### src/rtl/cf_fft_1024_8_mux_sched.sv
// Stage/bank sequencer for the 1024-point FFT 4:1 bank-select mux: walks every stage per frame.
// Optional build macro CF_FFT_SCHED_ROTATE_EN rotates the bank select by one per stage.
module cf_fft_1024_8_mux_sched #(
    parameter int LOG_POINTS = 10,
    parameter int NUM_STAGES = 10,
    parameter int GAP_CYCLES = 4
) (
    input  logic                  clock_c,
    input  logic                  reset_i,
    input  logic                  enable_i,
    input  logic                  sync_i,
    output logic [1:0]            sel_o,
    output logic [LOG_POINTS-3:0] addr_o,
    output logic [3:0]            stage_o,
    output logic                  valid_o,
    output logic                  last_o,
    output logic                  busy_o,
    output logic                  done_o,
    output logic [1:0]            dbg_state
);

    localparam logic [3:0] LAST_STAGE = 4'(NUM_STAGES - 1);
    localparam logic [7:0] GAP_LAST   = (GAP_CYCLES == 0) ? 8'd0 : 8'(GAP_CYCLES - 1);

    typedef enum logic [1:0] {
        IDLE = 2'd0,
        RUN  = 2'd1,
        GAP  = 2'd2,
        DONE = 2'd3
    } state_t;

    state_t                state, state_nxt;
    logic [LOG_POINTS-1:0] cnt, cnt_nxt;
    logic [3:0]            stage, stage_nxt;
    logic [7:0]            gcnt, gcnt_nxt;
    logic                  cnt_last;
    logic                  run;
    logic [1:0]            bank;

    assign cnt_last = (cnt == {LOG_POINTS{1'b1}});
    assign run      = (state == RUN);

    // Disabled cycles freeze every register; reset overrides enable.
    always_ff @(posedge clock_c) begin
        if (reset_i) begin
            state <= IDLE;
            cnt   <= '0;
            stage <= '0;
            gcnt  <= '0;
        end else if (enable_i) begin
            state <= state_nxt;
            cnt   <= cnt_nxt;
            stage <= stage_nxt;
            gcnt  <= gcnt_nxt;
        end
    end

    always_comb begin
        state_nxt = state;
        cnt_nxt   = cnt;
        stage_nxt = stage;
        gcnt_nxt  = gcnt;
        case (state)
            IDLE: begin
                if (sync_i) begin
                    state_nxt = RUN;
                    cnt_nxt   = '0;
                    stage_nxt = '0;
                    gcnt_nxt  = '0;
                end
            end
            RUN: begin
                // cnt wraps to zero naturally on the stage's last sample.
                cnt_nxt = cnt + 1'b1;
                if (cnt_last) begin
                    if (stage == LAST_STAGE) begin
                        state_nxt = DONE;
                    end else if (GAP_CYCLES > 0) begin
                        state_nxt = GAP;
                        gcnt_nxt  = '0;
                    end else begin
                        stage_nxt = stage + 1'b1;
                    end
                end
            end
            GAP: begin
                gcnt_nxt = gcnt + 1'b1;
                if (gcnt == GAP_LAST) begin
                    state_nxt = RUN;
                    stage_nxt = stage + 1'b1;
                    cnt_nxt   = '0;
                end
            end
            DONE: begin
                state_nxt = IDLE;
                cnt_nxt   = '0;
                stage_nxt = '0;
            end
            default: begin
                state_nxt = IDLE;
            end
        endcase
    end

`ifdef CF_FFT_SCHED_ROTATE_EN
    assign bank = cnt[1:0] + stage[1:0];
`else
    assign bank = cnt[1:0];
`endif

    // valid_o qualifies sel_o/addr_o/stage_o/last_o; there is no backpressure,
    // the datapath consumes a sample on every cycle where valid_o is high.
    assign sel_o     = run ? bank : 2'b00;
    assign addr_o    = run ? cnt[LOG_POINTS-1:2] : '0;
    assign stage_o   = stage;
    assign valid_o   = run & enable_i;
    assign last_o    = run & cnt_last;
    assign busy_o    = (state != IDLE);
    assign done_o    = (state == DONE) & enable_i;
    assign dbg_state = state;

endmodule

### config.mk
export PLATFORM = sky130hd
export DESIGN_NAME = cf_fft_1024_8_mux_sched
export DESIGN_NICKNAME = d
export VERILOG_FILES = /design/src/rtl/cf_fft_1024_8_mux_sched.sv
export SDC_FILE = /design/constraint.sdc
export NUM_CORES = 1
export LEC_CHECK = 0
export CORE_ASPECT_RATIO = 1.5
export CORE_MARGIN = 1.5
export CORE_UTILIZATION = 39
export DETAILED_ROUTE_END_ITERATION = 8
export SYNTH_ARGS = -nofsm -noshare
export SYNTH_HDL_FRONTEND = slang
export SYNTH_SLANG_ARGS = --single-unit
### constraint.sdc
create_clock -name clock_c -period 3.2 [get_ports clock_c]
set_clock_uncertainty 0.15 [all_clocks]
set_input_delay 0.48 -clock clock_c [delete_from_list [all_inputs] [get_ports clock_c]]
set_output_delay 0.48 -clock clock_c [all_outputs]
set_load 0.05 [all_outputs]
# After elaboration in Yosys (flattened, before gate mapping)
# Index checks and enable logic that the tools add are counted.
dict set report totals {
  reg_bits 24
  latch_bits 0
  ram_bits 0
  romBits 0
  input_bits 4
  out_inout_bits 20
  wordCells 45
  mem_count 0
}
dict set report classes {
  addsub 3
  n_mul 0
  div 0
  order_cmp 0
  eq_ne 10
  n_shift 0
  n_mux 17
  bitwise 4
  n_reduce_logical 7
}
# operator n
set ops {}
lappend ops {{10-bit case mux with 4 select lines} 1}
lappend ops {{8-bit two-way mux} 4}
lappend ops {{8-bit case mux with 3 select lines} 1}
lappend ops {{10-bit two-way mux} 2}
lappend ops {{4-bit case mux with 3 select lines} 1}
lappend ops {{10-bit by 1-bit adder with 10-bit output, second input constant} 1}
lappend ops {{10-bit == test, second input constant} 1}
lappend ops {{8-bit by 1-bit adder with 8-bit output, second input constant} 1}
lappend ops {{8-bit by 2-bit == test with 1-bit output, second input constant} 1}
lappend ops {{2-bit two-way mux} 4}
lappend ops {{4-bit two-way mux} 2}
lappend ops {{2-bit != test, second input constant} 4}
lappend ops {{2-bit case mux with 4 select lines} 1}
lappend ops {{4-bit AND reduction} 2}
lappend ops {{5-bit AND reduction} 1}
lappend ops {{4-bit by 1-bit adder with 4-bit output, second input constant} 1}
lappend ops {{2-bit == test, second input constant} 2}
lappend ops {{4-bit == test, second input constant} 1}
lappend ops {{1-bit AND} 3}
lappend ops {{3-bit AND reduction} 1}
lappend ops {{3-bit nonzero test} 1}
lappend ops {{2-bit by 1-bit == test with 1-bit output, second input constant} 1}
lappend ops {{2-bit zero test} 1}
lappend ops {{2-bit nonzero test} 1}
lappend ops {{other kinds (2)} 2}

# Longest topological paths before layout
# Gate-level depths: netlist (run 1).
dict set report depth {
  depth_word 4
  mapped_depth 7
  mapped_depth_nobuf 6
}

# Worst setup path before layout (run 1)
# No wires, ideal clock.
dict set report synth_timing {
  kind {reg-to-output}
  startpoint {reg state[0], in the netlist dbg_state[0]}
  endpoint {out addr_o[0]}
  arrival_time_ps 1805
  required_ps 2570
  path_slack_ps 765
  stages_incl_launch_ff 5
  n_path_buf 2
  path_cell_list {dfxtp_1 > clkbuf_1 > nor2b_1 > clkbuf_1 > and2_1}
}
dict set report synth_via {
  elab_chain_cells 2
}
# element line_no
set synth_rtl {}
lappend synth_rtl {{start: declaration} 32} ;# state_t state, state_nxt;
lappend synth_rtl {{start signal: assignment} 51} ;# state <= state_nxt;
lappend synth_rtl {{2-bit by 1-bit == test with 1-bit output} 41} ;# assign run = (state == RUN);
lappend synth_rtl {{8-bit two-way mux} 114} ;# assign addr_o = run ? cnt[LOG_POINTS-1:2] : '0;
lappend synth_rtl {{end: declaration} 13} ;# output logic [LOG_POINTS-3:0] addr_o,
# Every way passes these cells.

# Worst setup path in the final report (run 1)
dict set report layout_timing {
  startpoint {reg state[0], in the netlist dbg_state[0]}
  endpoint {out last_o}
}
dict set report layout_via {
  elab_chain_cells 2
}
# element line_no
set layout_rtl {}
lappend layout_rtl {{2-bit by 1-bit == test with 1-bit output} 41}
lappend layout_rtl {{1-bit AND} 117} ;# assign last_o = run & cnt_last;
lappend layout_rtl {{end: declaration} 16} ;# output logic last_o,
# Every way passes these cells.

==> results of run 1 <==
## routing by layer
layer  up-vias  GRT usage  wire (um)
met4         0     0.0538         24
met5         -          0          0
met1       671      0.206       1490
met3         2     0.0173         62
met2        18      0.374       2050
li1        704          -          -
## cell families after synthesis
| family | Yosys count | synth area share |
|---|---|---|
| AND/OR/NAND/NOR | 74 | 0.334 |
| AO/OA/AOI/OAI | 58 | 0.250 |
| buffers and inverters | 15 | 0.0470 |
| adder cells (fa/ha/maj) | 4 | 0.0348 |
| flip-flops | 24 | 0.334 |
## area by class of cell
class                           count  area [um^2]
Fill cell                         353         1730
Multi-Input combinational cell    136          893
Sequential cell                    24          480
Timing Repair Buffer               25          245
Clock buffer                        4         55.1
Tap cell                           42         52.6
Inverter                            7         26.3
## critical path, delay by kind of cell, from the launching register on
kind          cells  cell delay [ps]
buf+inv           1              810
simple gates      2              680
flops             1              540
## sequential cells by signal, summed over array words and instances, names as in the netlist
name and count:
cnt 10, dbg_state 2, gcnt 8, stage_o 4
## cells in the mapped netlist, types with 2 or more instances
cell type / number / area share
sky130_fd_sc_hd__nand4_1: 7 / 0.030
sky130_fd_sc_hd__or4_1: 6 / 0.031
sky130_fd_sc_hd__a311oi_1: 2 / 0.012
sky130_fd_sc_hd__a41oi_1: 3 / 0.018
sky130_fd_sc_hd__nand2b_1: 4 / 0.017
sky130_fd_sc_hd__and4_1: 3 / 0.018
sky130_fd_sc_hd__nand3_1: 7 / 0.024
sky130_fd_sc_hd__o31ai_1: 5 / 0.026
sky130_fd_sc_hd__o21ai_0: 13 / 0.045
sky130_fd_sc_hd__and2_1: 11 / 0.048
sky130_fd_sc_hd__a211oi_1: 4 / 0.021
sky130_fd_sc_hd__buf_2: 3 / 0.010
sky130_fd_sc_hd__nor2b_1: 3 / 0.013
sky130_fd_sc_hd__and3_1: 6 / 0.026
sky130_fd_sc_hd__nand3b_1: 4 / 0.021
sky130_fd_sc_hd__clkbuf_1: 4 / 0.010
sky130_fd_sc_hd__nand2_1: 6 / 0.016
sky130_fd_sc_hd__a21oi_1: 20 / 0.070
sky130_fd_sc_hd__a31oi_1: 2 / 0.0087
sky130_fd_sc_hd__inv_1: 7 / 0.018
sky130_fd_sc_hd__ha_1: 4 / 0.035
sky130_fd_sc_hd__nor3_1: 2 / 0.0070
sky130_fd_sc_hd__o21a_1: 2 / 0.010
sky130_fd_sc_hd__or3_1: 4 / 0.017
sky130_fd_sc_hd__dfxtp_1: 24 / 0.33
sky130_fd_sc_hd__nor2_1: 4 / 0.010
## path summary, 6_finish.rpt
check                                  start      end
worst max-delay path            dbg_state[0]   last_o
worst min-delay path                 gcnt[1]  gcnt[1]
worst max register to register  dbg_state[1]  gcnt[7]
worst min register to register       gcnt[1]  gcnt[1]
## power groups by stage
| stage | logic [mW] | registers [mW] | clock network, mW |
|---|---|---|---|
| 2_1_floorplan | 0.0331 | 0.313 | 0 |
| 3_3_place_gp | 0.0528 | 0.312 | 0 |
| 3_5_place_dp | 0.0538 | 0.313 | 0 |
| 4_1_cts | 0.0539 | 0.305 | 0.215 |
| 5_1_grt | 0.0583 | 0.307 | 0.224 |
| 6_report | 0.0538 | 0.306 | 0.208 |
## metrics by stage
step	std cells	utilization	cell area [um^2]	setup slack [ps]
final	238	0.504	1750	283
after global routing	238	0.504	1750	102
after CTS	238	0.503	1750	95.7
after detailed placement	234	0.487	1700	400
after global placement	234	0.487	1700	520
after floorplan	175	-	1440	765
==> tab_implementation.tex, run 1 <==
\begin{tabular}{lr}
\hline
Metric & Value \\
\hline
\multicolumn{2}{l}{\textbf{Status}} \\
Run status & completed \\
\multicolumn{2}{l}{\textbf{Placed design}} \\
HPWL after DPL & 2740 um \\
Placer Congestion & 0.780 \\
Count of buffers inserted at the top-level ports & 23 \\
\multicolumn{2}{l}{\textbf{Routing}} \\
Wirelength per Cell & 15.3 um \\
Vias post-DR & 1,395 \\
Remaining routing DRC violations & 0 \\
Antenna-violating nets left & 0 \\
Average via count per standard cell & 5.86 \\
Pre-Repair DR Iteration Count & 4 \\
Initial DRC count & 23 \\
Overall routed net length & 3630 um \\
\multicolumn{2}{l}{\textbf{Worst hold path}} \\
Number of cells on the worst hold path & 2 \\
Path type of the worst min-delay path & reg -> reg \\
\multicolumn{2}{l}{\textbf{Clocking}} \\
Clock latency on the worst-skew pair & 270 ps \\
Setup fix buffers added after clock tree synthesis & 0 \\
Total clock sinks & 24 \\
Number of buffers between clock root and the deepest sink & 2 \\
Clk pin slew, worst setup/hold paths & 90 ps \\
Number of hold-repair buffers added at the cts stage & 0 \\
H-tree Lvls & 1 \\
Post-CTS sizing & 0 \\
Clock tree from TritonCTS & yes \\
Root buf cell & sky130\_fd\_sc\_hd\_\_clkbuf\_8 \\
Number of CTS-inserted buffers & 3 \\
\multicolumn{2}{l}{\textbf{Setup path}} \\
Worst reg2reg setup slack & 840 ps \\
Critical path data arrival time & 2290 ps \\
FF-to-FF path depth & 4 \\
Sort of element at the start of the critical path & flip-flop \\
Sort of element at the end of the critical path & output port \\
Cell breakdown of the critical path & nor2b\_2, and4\_1, clkdlybuf4s50\_1 \\
Startpoint-to-endpoint class of the critical path & reg -> out \\
Worst-path cell with the longest stage delay & sky130\_fd\_sc\_hd\_\_clkdlybuf4s50\_1 \\
Highest fanout seen on the critical path & 13 \\
WP data required & 2570 ps \\
Maximum cell stage delay along the critical path & 810 ps \\
\multicolumn{2}{l}{\textbf{Timing}} \\
Final Hold Violating Endpoints & 0 \\
Setup repair after global routing missed its margin & no \\
Final Cycle Share & 0.911 \\
Sum of negative setup slack & 0 ps \\
Total count of max-transition violations in the final report & 0 \\
Maximum clock frequency & 0.343 GHz \\
Transition at the pin with the smallest max-transition slack & 931 ps \\
Relative slew slack & 0.375 \\
\# setup viols final & 0 \\
Final critical-path required period & 2920 ps \\
Hold slack final & 360 ps \\
\multicolumn{2}{l}{\textbf{Floorplan}} \\
Core footprint & 3480 um\^{}2 \\
Initial Utilization & 0.413 \\
Die Outline Area & 4070 um\^{}2 \\
Vertical extent of the die & 77.4 um \\
Chip Width & 52.6 um \\
IO Pins & 24 \\
Number of placement rows & 26 \\
\multicolumn{2}{l}{\textbf{Yosys}} \\
Synthesized net count & 183 \\
Post-synthesis sequential area ratio & 0.334 \\
Syn Std Cell Area & 1440 um\^{}2 \\
Number of instances in the synthesized netlist & 175 \\
Mapped Avg Cell Area & 8.22 um\^{}2 \\
Post-synth ARST share & 0 \\
Count of distinct cell types in the synthesized netlist & 41 \\
Register bit total from synthesis & 24 \\
Post-synth top flop & sky130\_fd\_sc\_hd\_\_dfxtp\_1 \\
Synth Warn \# & 0 \\
Number of flops mapped to enable cells by yosys & 0 \\
\multicolumn{2}{l}{\textbf{Flow run}} \\
Total of max-cap violations & 0 \\
\multicolumn{2}{l}{\textbf{Power and ir drop}} \\
Switching Power & 0.138 mW \\
Cell Pwr Density & 324 nW/um\^{}2 \\
Static power due to leakage & 0.567 nW \\
Share of total power in the clock network & 0.366 \\
Internal power & 0.429 mW \\
Fraction of power spent switching nets & 0.244 \\
Share of power burned in registers & 0.539 \\
Total power consumption of the routed design & 0.567 mW \\
Worst vdd rail ir drop & 0.000156 V \\
Proportion of power drawn by combinational gates & 0.095 \\
\multicolumn{2}{l}{\textbf{GRT}} \\
Number of global-route vias before repair & 1,374 \\
Number of antenna violations at the first check in global routing & 0 \\
Total global routing overflow & 0 \\
Largest net degree at the start of global routing & 23 \\
Total track usage & 0.192 \\
Wire length of the first global-routing pass & 6140 um \\
\multicolumn{2}{l}{\textbf{Final layout}} \\
Leading cell types in the layout, fill and taps excluded & sky130\_fd\_sc\_hd\_\_dfxtp\_1, sky130\_fd\_sc\_hd\_\_clkdlybuf4s50\_1, sky130\_fd\_sc\_hd\_\_a21oi\_1, sky130\_fd\_sc\_hd\_\_o21ai\_0, sky130\_fd\_sc\_hd\_\_and2\_1 \\
Antenna Cells & 0 \\
Share of final-layout standard cells stronger than drive strength 1 & 0.0612 \\
Commonest non-fill, non-tap cell in the layout & sky130\_fd\_sc\_hd\_\_dfxtp\_1 \\
Area growth from synthesis to layout & 21.8\% \\
Net count reported at finish & 205 \\
\hline
\end{tabular}
Power figures use the tool's default switching activity.
==> run 2, diff against run 1 <==
--- a/config.mk
+++ b/config.mk
@@ -8,7 +8,10 @@
 export CORE_ASPECT_RATIO = 1.5
 export CORE_MARGIN = 1.5
 export CORE_UTILIZATION = 39
+export CTS_BUF_LIST = sky130_fd_sc_hd__clkbuf_4
 export DETAILED_ROUTE_END_ITERATION = 8
+export GPL_TIMING_DRIVEN = 0
+export RECOVER_POWER = 50
 export SYNTH_ARGS = -nofsm -noshare
 export SYNTH_HDL_FRONTEND = slang
 export SYNTH_SLANG_ARGS = --single-unit
==> run 2 against run 1 <==
Effect of this change: non-clock buffer count up 6; critical path depth increased by 1; hold slack got worse by 21 ps; cell count rose by 2.1%; sequential share of layout area up 0.72 points; combinational power is 5.4% higher; via count is 3.0% higher; die area is the same; critical endpoint is now valid_o; highest routed layer unchanged.
==> tab_implementation.tex, run 2 (same netlist as run 1, synthesis figures left out) <==
\begin{tabular}{lr}
\hline
Metric & Value \\
\hline
\multicolumn{2}{l}{\textbf{Floorplan}} \\
Chip Width & 52.6 um (unchanged) \\
Initial Utilization & 0.413 (unchanged) \\
Core footprint & 3480 um\^{}2 (unchanged) \\
Die Outline Area & 4070 um\^{}2 (unchanged) \\
Number of placement rows & 26 (unchanged) \\
IO Pins & 24 (unchanged) \\
Vertical extent of the die & 77.4 um (unchanged) \\
\multicolumn{2}{l}{\textbf{GRT}} \\
Wire length of the first global-routing pass & 6390 um (was 6140 um) \\
Total track usage & 0.204 (was 0.192) \\
Number of antenna violations at the first check in global routing & 0 (unchanged) \\
Total global routing overflow & 0 (unchanged) \\
Number of global-route vias before repair & 1,395 (was 1,374) \\
Largest net degree at the start of global routing & 13 (was 23) \\
\multicolumn{2}{l}{\textbf{Clocking}} \\
Number of hold-repair buffers added at the cts stage & 0 (unchanged) \\
Root buf cell & sky130\_fd\_sc\_hd\_\_clkbuf\_4 (was sky130\_fd\_sc\_hd\_\_clkbuf\_8) \\
Clock latency on the worst-skew pair & 310 ps (was 270 ps) \\
Total clock sinks & 24 (unchanged) \\
Setup fix buffers added after clock tree synthesis & 0 (unchanged) \\
Clk pin slew, worst setup/hold paths & 130 ps (was 90 ps) \\
Number of buffers between clock root and the deepest sink & 2 (unchanged) \\
Number of CTS-inserted buffers & 3 (unchanged) \\
Post-CTS sizing & 10 (was 0) \\
H-tree Lvls & 1 (unchanged) \\
Clock tree from TritonCTS & yes (unchanged) \\
\multicolumn{2}{l}{\textbf{Timing}} \\
Maximum clock frequency & 0.330 GHz (was 0.343 GHz) \\
\# setup viols final & 0 (unchanged) \\
Total count of max-transition violations in the final report & 0 (unchanged) \\
Relative slew slack & 0.340 (was 0.375) \\
Final Cycle Share & 0.948 (was 0.911) \\
Sum of negative setup slack & 0 ps (unchanged) \\
Setup repair after global routing missed its margin & no (unchanged) \\
Final Hold Violating Endpoints & 0 (unchanged) \\
Final critical-path required period & 3030 ps (was 2920 ps) \\
Transition at the pin with the smallest max-transition slack & 976 ps (was 931 ps) \\
\multicolumn{2}{l}{\textbf{Final layout}} \\
Final cell area excluding filler cells & 1710 um\^{}2 (was 1750 um\^{}2) \\
Top reg by flops & cnt (unchanged) \\
Leading cell types in the layout, fill and taps excluded & sky130\_fd\_sc\_hd\_\_dfxtp\_1, sky130\_fd\_sc\_hd\_\_a21oi\_1, sky130\_fd\_sc\_hd\_\_o21ai\_0, sky130\_fd\_sc\_hd\_\_and2\_1, sky130\_fd\_sc\_hd\_\_dlygate4sd2\_1 (was sky130\_fd\_sc\_hd\_\_dfxtp\_1, sky130\_fd\_sc\_hd\_\_clkdlybuf4s50\_1, sky130\_fd\_sc\_hd\_\_a21oi\_1, sky130\_fd\_sc\_hd\_\_o21ai\_0, sky130\_fd\_sc\_hd\_\_and2\_1) \\
Layout filler cell count & 383 (was 353) \\
Share of final-layout standard cells stronger than drive strength 1 & 0.0448 (was 0.0612) \\
Commonest non-fill, non-tap cell in the layout & sky130\_fd\_sc\_hd\_\_dfxtp\_1 (unchanged) \\
Largest register FFs & 10 (unchanged) \\
Antenna Cells & 0 (unchanged) \\
Net count reported at finish & 211 (was 205) \\
Filler-free cell count of the finished design & 243 (was 238) \\
Area growth from synthesis to layout & 18.7\% (was 21.8\%) \\
\multicolumn{2}{l}{\textbf{Setup path}} \\
Maximum cell stage delay along the critical path & 820 ps (was 810 ps) \\
Startpoint-to-endpoint class of the critical path & reg -> out (unchanged) \\
Critical path data arrival time & 2400 ps (was 2290 ps) \\
WP data required & 2570 ps (about the same) \\
Highest fanout seen on the critical path & 10 (was 13) \\
Cell breakdown of the critical path & clkbuf\_1, nor2b\_1, and2\_0, clkdlybuf4s50\_1 (was nor2b\_2, and4\_1, clkdlybuf4s50\_1) \\
Worst-path cell with the longest stage delay & sky130\_fd\_sc\_hd\_\_clkdlybuf4s50\_1 (unchanged) \\
Sort of element at the start of the critical path & flip-flop (unchanged) \\
Sort of element at the end of the critical path & output port (unchanged) \\
\multicolumn{2}{l}{\textbf{Routing}} \\
Average via count per standard cell & 5.91 (was 5.86) \\
Initial DRC count & 24 (was 23) \\
Antenna-violating nets left & 0 (unchanged) \\
Remaining routing DRC violations & 0 (unchanged) \\
Overall routed net length & 3790 um (was 3630 um) \\
Wirelength per Cell & 15.6 um (was 15.3 um) \\
Vias post-DR & 1,437 (was 1,395) \\
Pre-Repair DR Iteration Count & 4 (unchanged) \\
\multicolumn{2}{l}{\textbf{Placed design}} \\
Count of buffers inserted at the top-level ports & 23 (unchanged) \\
HPWL after DPL & 2970 um (was 2740 um) \\
Placer Congestion & 0.811 (was 0.780) \\
Dpl cells & 240 (was 234) \\
Dpl cell area & 1720 um\^{}2 (was 1700 um\^{}2) \\
\multicolumn{2}{l}{\textbf{Worst hold path}} \\
Path type of the worst min-delay path & reg -> reg (unchanged) \\
\multicolumn{2}{l}{\textbf{Power and ir drop}} \\
Worst vdd rail ir drop & 0.000197 V (was 0.000156 V) \\
Static power due to leakage & 0.618 nW (was 0.567 nW) \\
Cell Pwr Density & 288 nW/um\^{}2 (was 324 nW/um\^{}2) \\
\multicolumn{2}{l}{\textbf{Status}} \\
Run status & completed (unchanged) \\
\multicolumn{2}{l}{\textbf{Flow run}} \\
Total of max-cap violations & 0 (unchanged) \\
\hline
\end{tabular}
-- run 2: power by group --
part	switching [mW]	total [mW]	internal, mW
clock	0.0873	0.131	0.0440
combinational	0.0392	0.0567	0.0175
sequential	0.00320	0.304	0.301
-- run 2: per-stage QoR --
step,power [mW],hold slack (ps),util,setup slack (ps)
CTS,0.505,353,0.497,163
global placement,0.367,321,0.495,409
detailed placement,0.368,334,0.495,335
floorplan,0.347,306,-,765
finish,0.492,339,0.491,166
global route,0.516,371,0.491,47.5
-- run 2: worst max-delay path: cells and delay by family (launching register included) --
kind / cells / cell delay [ps]
buffers and inverters: 2 / 1150
flip-flops: 1 / 380
AND/OR/NAND/NOR: 2 / 560
-- run 2: worst paths after layout --
kind                                    from  endpoint  slack [ps]  cells after the start
worst max-delay path            dbg_state[0]   valid_o         170                      4
worst min-delay path                 gcnt[7]   gcnt[7]         340                      1
worst max register to register       gcnt[0]    cnt[8]         360                      7
worst min register to register       gcnt[7]   gcnt[7]         340                      1
-- run 2: cell type report --
| class | count | area [um^2] | share of cell area |
|---|---|---|---|
| multi-input cells | 136 | 876 | 0.513 |
| flip-flops and latches | 24 | 480 | 0.281 |
| repair buffers | 23 | 218 | 0.127 |
| inverters | 7 | 26.3 | 0.0154 |
| clock buffers | 3 | 22.5 | 0.0132 |
| plain buffers | 8 | 32.5 | 0.0190 |
| well taps | 42 | 52.6 | 0.0308 |
-- run 2: metal layers --
metal / up-vias / routed length, um / global-route usage
met5: - / 0 / 0
met4: 0 / 24 / 0.0692
met3: 2 / 74 / 0.0173
met2: 16 / 2170 / 0.399
met1: 698 / 1520 / 0.214
li1: 721 / - / -
==> run 3, diff against run 2 <==
--- a/config.mk
+++ b/config.mk
@@ -7,7 +7,7 @@
 export LEC_CHECK = 0
 export CORE_ASPECT_RATIO = 1.5
 export CORE_MARGIN = 1.5
-export CORE_UTILIZATION = 39
+export CORE_UTILIZATION = 37
 export CTS_BUF_LIST = sky130_fd_sc_hd__clkbuf_4
 export DETAILED_ROUTE_END_ITERATION = 8
 export GPL_TIMING_DRIVEN = 0
==> run 3 against run 2 <==
Effect of this change: register-to-register slack improved by 100 ps; combinational power about the same; flip-flop and latch count unchanged; sequential power about the same; routed wire length increased by 1.5%; via count decreased by 1.0%; setup slack improved by 4.1 ps.
==> tab_implementation.tex, run 3 (same netlist as run 1, synthesis figures left out) <==
\begin{tabular}{lr}
\hline
Metric & Value \\
\hline
\multicolumn{2}{l}{\textbf{Timing}} \\
Maximum clock frequency & 0.330 GHz (about the same) \\
Final Hold Violating Endpoints & 0 (unchanged) \\
\# setup viols final & 0 (unchanged) \\
Relative slew slack & 0.467 (was 0.340) \\
Transition at the pin with the smallest max-transition slack & 788 ps (was 976 ps) \\
Setup repair after global routing missed its margin & no (unchanged) \\
Final critical-path required period & 3030 ps (about the same) \\
Final Cycle Share & 0.947 (was 0.948) \\
Total count of max-transition violations in the final report & 0 (unchanged) \\
Sum of negative setup slack & 0 ps (unchanged) \\
\multicolumn{2}{l}{\textbf{Final layout}} \\
Layout filler cell count & 386 (was 383) \\
Top reg by flops & cnt (unchanged) \\
Total area of multi-input combinational cells & 872 um\^{}2 (was 876 um\^{}2) \\
Leading cell types in the layout, fill and taps excluded & sky130\_fd\_sc\_hd\_\_dfxtp\_1, sky130\_fd\_sc\_hd\_\_a21oi\_1, sky130\_fd\_sc\_hd\_\_o21ai\_0, sky130\_fd\_sc\_hd\_\_and2\_1, sky130\_fd\_sc\_hd\_\_dlygate4sd2\_1 (unchanged) \\
Largest register FFs & 10 (unchanged) \\
Commonest non-fill, non-tap cell in the layout & sky130\_fd\_sc\_hd\_\_dfxtp\_1 (unchanged) \\
Area growth from synthesis to layout & 18.9\% (was 18.7\%) \\
Antenna Cells & 0 (unchanged) \\
Sequential cell area & 480 um\^{}2 (unchanged) \\
Net count reported at finish & 211 (unchanged) \\
Share of final-layout standard cells stronger than drive strength 1 & 0.0446 (was 0.0448) \\
\multicolumn{2}{l}{\textbf{Clocking}} \\
Clk pin slew, worst setup/hold paths & 140 ps (was 130 ps) \\
Number of CTS-inserted buffers & 3 (unchanged) \\
H-tree Lvls & 1 (unchanged) \\
Number of buffers between clock root and the deepest sink & 2 (unchanged) \\
Number of hold-repair buffers added at the cts stage & 0 (unchanged) \\
Clock tree from TritonCTS & yes (unchanged) \\
Clock latency on the worst-skew pair & 320 ps (was 310 ps) \\
Total clock sinks & 24 (unchanged) \\
Setup fix buffers added after clock tree synthesis & 0 (unchanged) \\
Root buf cell & sky130\_fd\_sc\_hd\_\_clkbuf\_4 (unchanged) \\
\multicolumn{2}{l}{\textbf{Routing}} \\
Antenna-violating nets left & 0 (unchanged) \\
Vias post-DR & 1,422 (was 1,437) \\
Pre-Repair DR Iteration Count & 4 (unchanged) \\
Wirelength per Cell & 15.7 um (was 15.6 um) \\
Overall routed net length & 3840 um (was 3790 um) \\
Initial DRC count & 60 (was 24) \\
Remaining routing DRC violations & 0 (unchanged) \\
Average via count per standard cell & 5.80 (was 5.91) \\
\multicolumn{2}{l}{\textbf{Setup path}} \\
Sort of element at the end of the critical path & output port (unchanged) \\
Sort of element at the start of the critical path & flip-flop (unchanged) \\
Critical path data arrival time & 2400 ps (about the same) \\
Startpoint-to-endpoint class of the critical path & reg -> out (unchanged) \\
WP data required & 2570 ps (about the same) \\
FF-to-FF path depth & 6 (was 7) \\
Highest fanout seen on the critical path & 8 (was 10) \\
\multicolumn{2}{l}{\textbf{Floorplan}} \\
Core footprint & 3680 um\^{}2 (was 3480 um\^{}2) \\
Chip Width & 53.9 um (was 52.6 um) \\
Vertical extent of the die & 79.4 um (was 77.4 um) \\
Initial Utilization & 0.391 (was 0.413) \\
Number of placement rows & 27 (was 26) \\
IO Pins & 24 (unchanged) \\
Die Outline Area & 4280 um\^{}2 (was 4070 um\^{}2) \\
\multicolumn{2}{l}{\textbf{Power and ir drop}} \\
Static power due to leakage & 0.625 nW (was 0.618 nW) \\
Worst vdd rail ir drop & 0.000151 V (was 0.000197 V) \\
Total power consumption of the routed design & 0.502 mW (was 0.492 mW) \\
Cell Pwr Density & 294 nW/um\^{}2 (was 288 nW/um\^{}2) \\
\multicolumn{2}{l}{\textbf{Placed design}} \\
HPWL after DPL & 2940 um (was 2970 um) \\
Placer Congestion & 0.795 (was 0.811) \\
Count of buffers inserted at the top-level ports & 23 (unchanged) \\
\multicolumn{2}{l}{\textbf{Worst hold path}} \\
Number of cells on the worst hold path & 1 (unchanged) \\
Path type of the worst min-delay path & reg -> reg (unchanged) \\
\multicolumn{2}{l}{\textbf{Flow run}} \\
Total of max-cap violations & 0 (unchanged) \\
\multicolumn{2}{l}{\textbf{GRT}} \\
Number of antenna violations at the first check in global routing & 0 (unchanged) \\
Number of global-route vias before repair & 1,445 (was 1,395) \\
Largest net degree at the start of global routing & 14 (was 13) \\
Total track usage & 0.199 (was 0.204) \\
Total global routing overflow & 0 (unchanged) \\
Wire length of the first global-routing pass & 6420 um (was 6390 um) \\
\multicolumn{2}{l}{\textbf{Status}} \\
Run status & completed (unchanged) \\
\hline
\end{tabular}
[run 3: changes by cell type in the layout (fill, tap and decap cells not counted), sizes merged]
cell	before	now
clkbuf	10	9
clkinv	0	1
buf	1	2
[run 3: worst max-delay path: stages (launching register included)]
cell and delay [ps]:
sky130_fd_sc_hd__dfxtp_1 480, sky130_fd_sc_hd__ha_1 290, sky130_fd_sc_hd__and4_1 300, sky130_fd_sc_hd__and4_1 210, sky130_fd_sc_hd__clkdlybuf4s50_1 800
[run 3: final cells by class]
class	instances	share of cell area
plain buffers	8	0.0198
clock buffers	3	0.0132
clock inverters	1	0.00219
inverters	7	0.0154
multi-input cells	136	0.510
flip-flops and latches	24	0.281
well taps	43	0.0315
repair buffers	23	0.127
[run 3: metrics by stage]
stage / area, um^2 / util / setup slack (ps) / cells / hold slack (ps)
after global routing: 1710 / 0.464 / 36.7 / 245 / 370
final: 1710 / 0.464 / 170 / 245 / 352
after detailed placement: 1720 / 0.468 / 333 / 241 / 347
after global placement: 1720 / 0.468 / 385 / 241 / 327
after floorplan: 1440 / - / 765 / 175 / 306
after CTS: 1740 / 0.472 / 150 / 245 / 366
[run 3: worst paths after layout]
path / from / endpoint / slack (ps)
min: gcnt[7] / gcnt[7] / 350
max reg2reg: gcnt[0] / cnt[5] / 460
min reg2reg: gcnt[7] / gcnt[7] / 350
max: cnt[0] / last_o / 170
[run 3: metal layers]
| metal | track usage | wire, um |
|---|---|---|
| met3 | 0.0169 | 93 |
| met4 | 0.0795 | 39 |
| met5 | 0 | 0 |
| met2 | 0.382 | 2150 |
| met1 | 0.208 | 1560 |
[run 3: where the power goes]
| part | leakage [nW] | total, mW | switching (mW) | internal, mW |
|---|---|---|---|---|
| Sequential | 0.194 | 0.304 | 0.00305 | 0.301 |
| Clock | 0.0154 | 0.141 | 0.0954 | 0.0457 |
| Combinational | 0.416 | 0.0569 | 0.0394 | 0.0176 |
| Total | 0.625 | 0.502 | 0.138 | 0.364 |
[run 3: timing repair]
action                     4_1_cts  5_1_grt
setup endpoints to repair       10        0
resized for setup               10        0
hold endpoints to repair         0        0
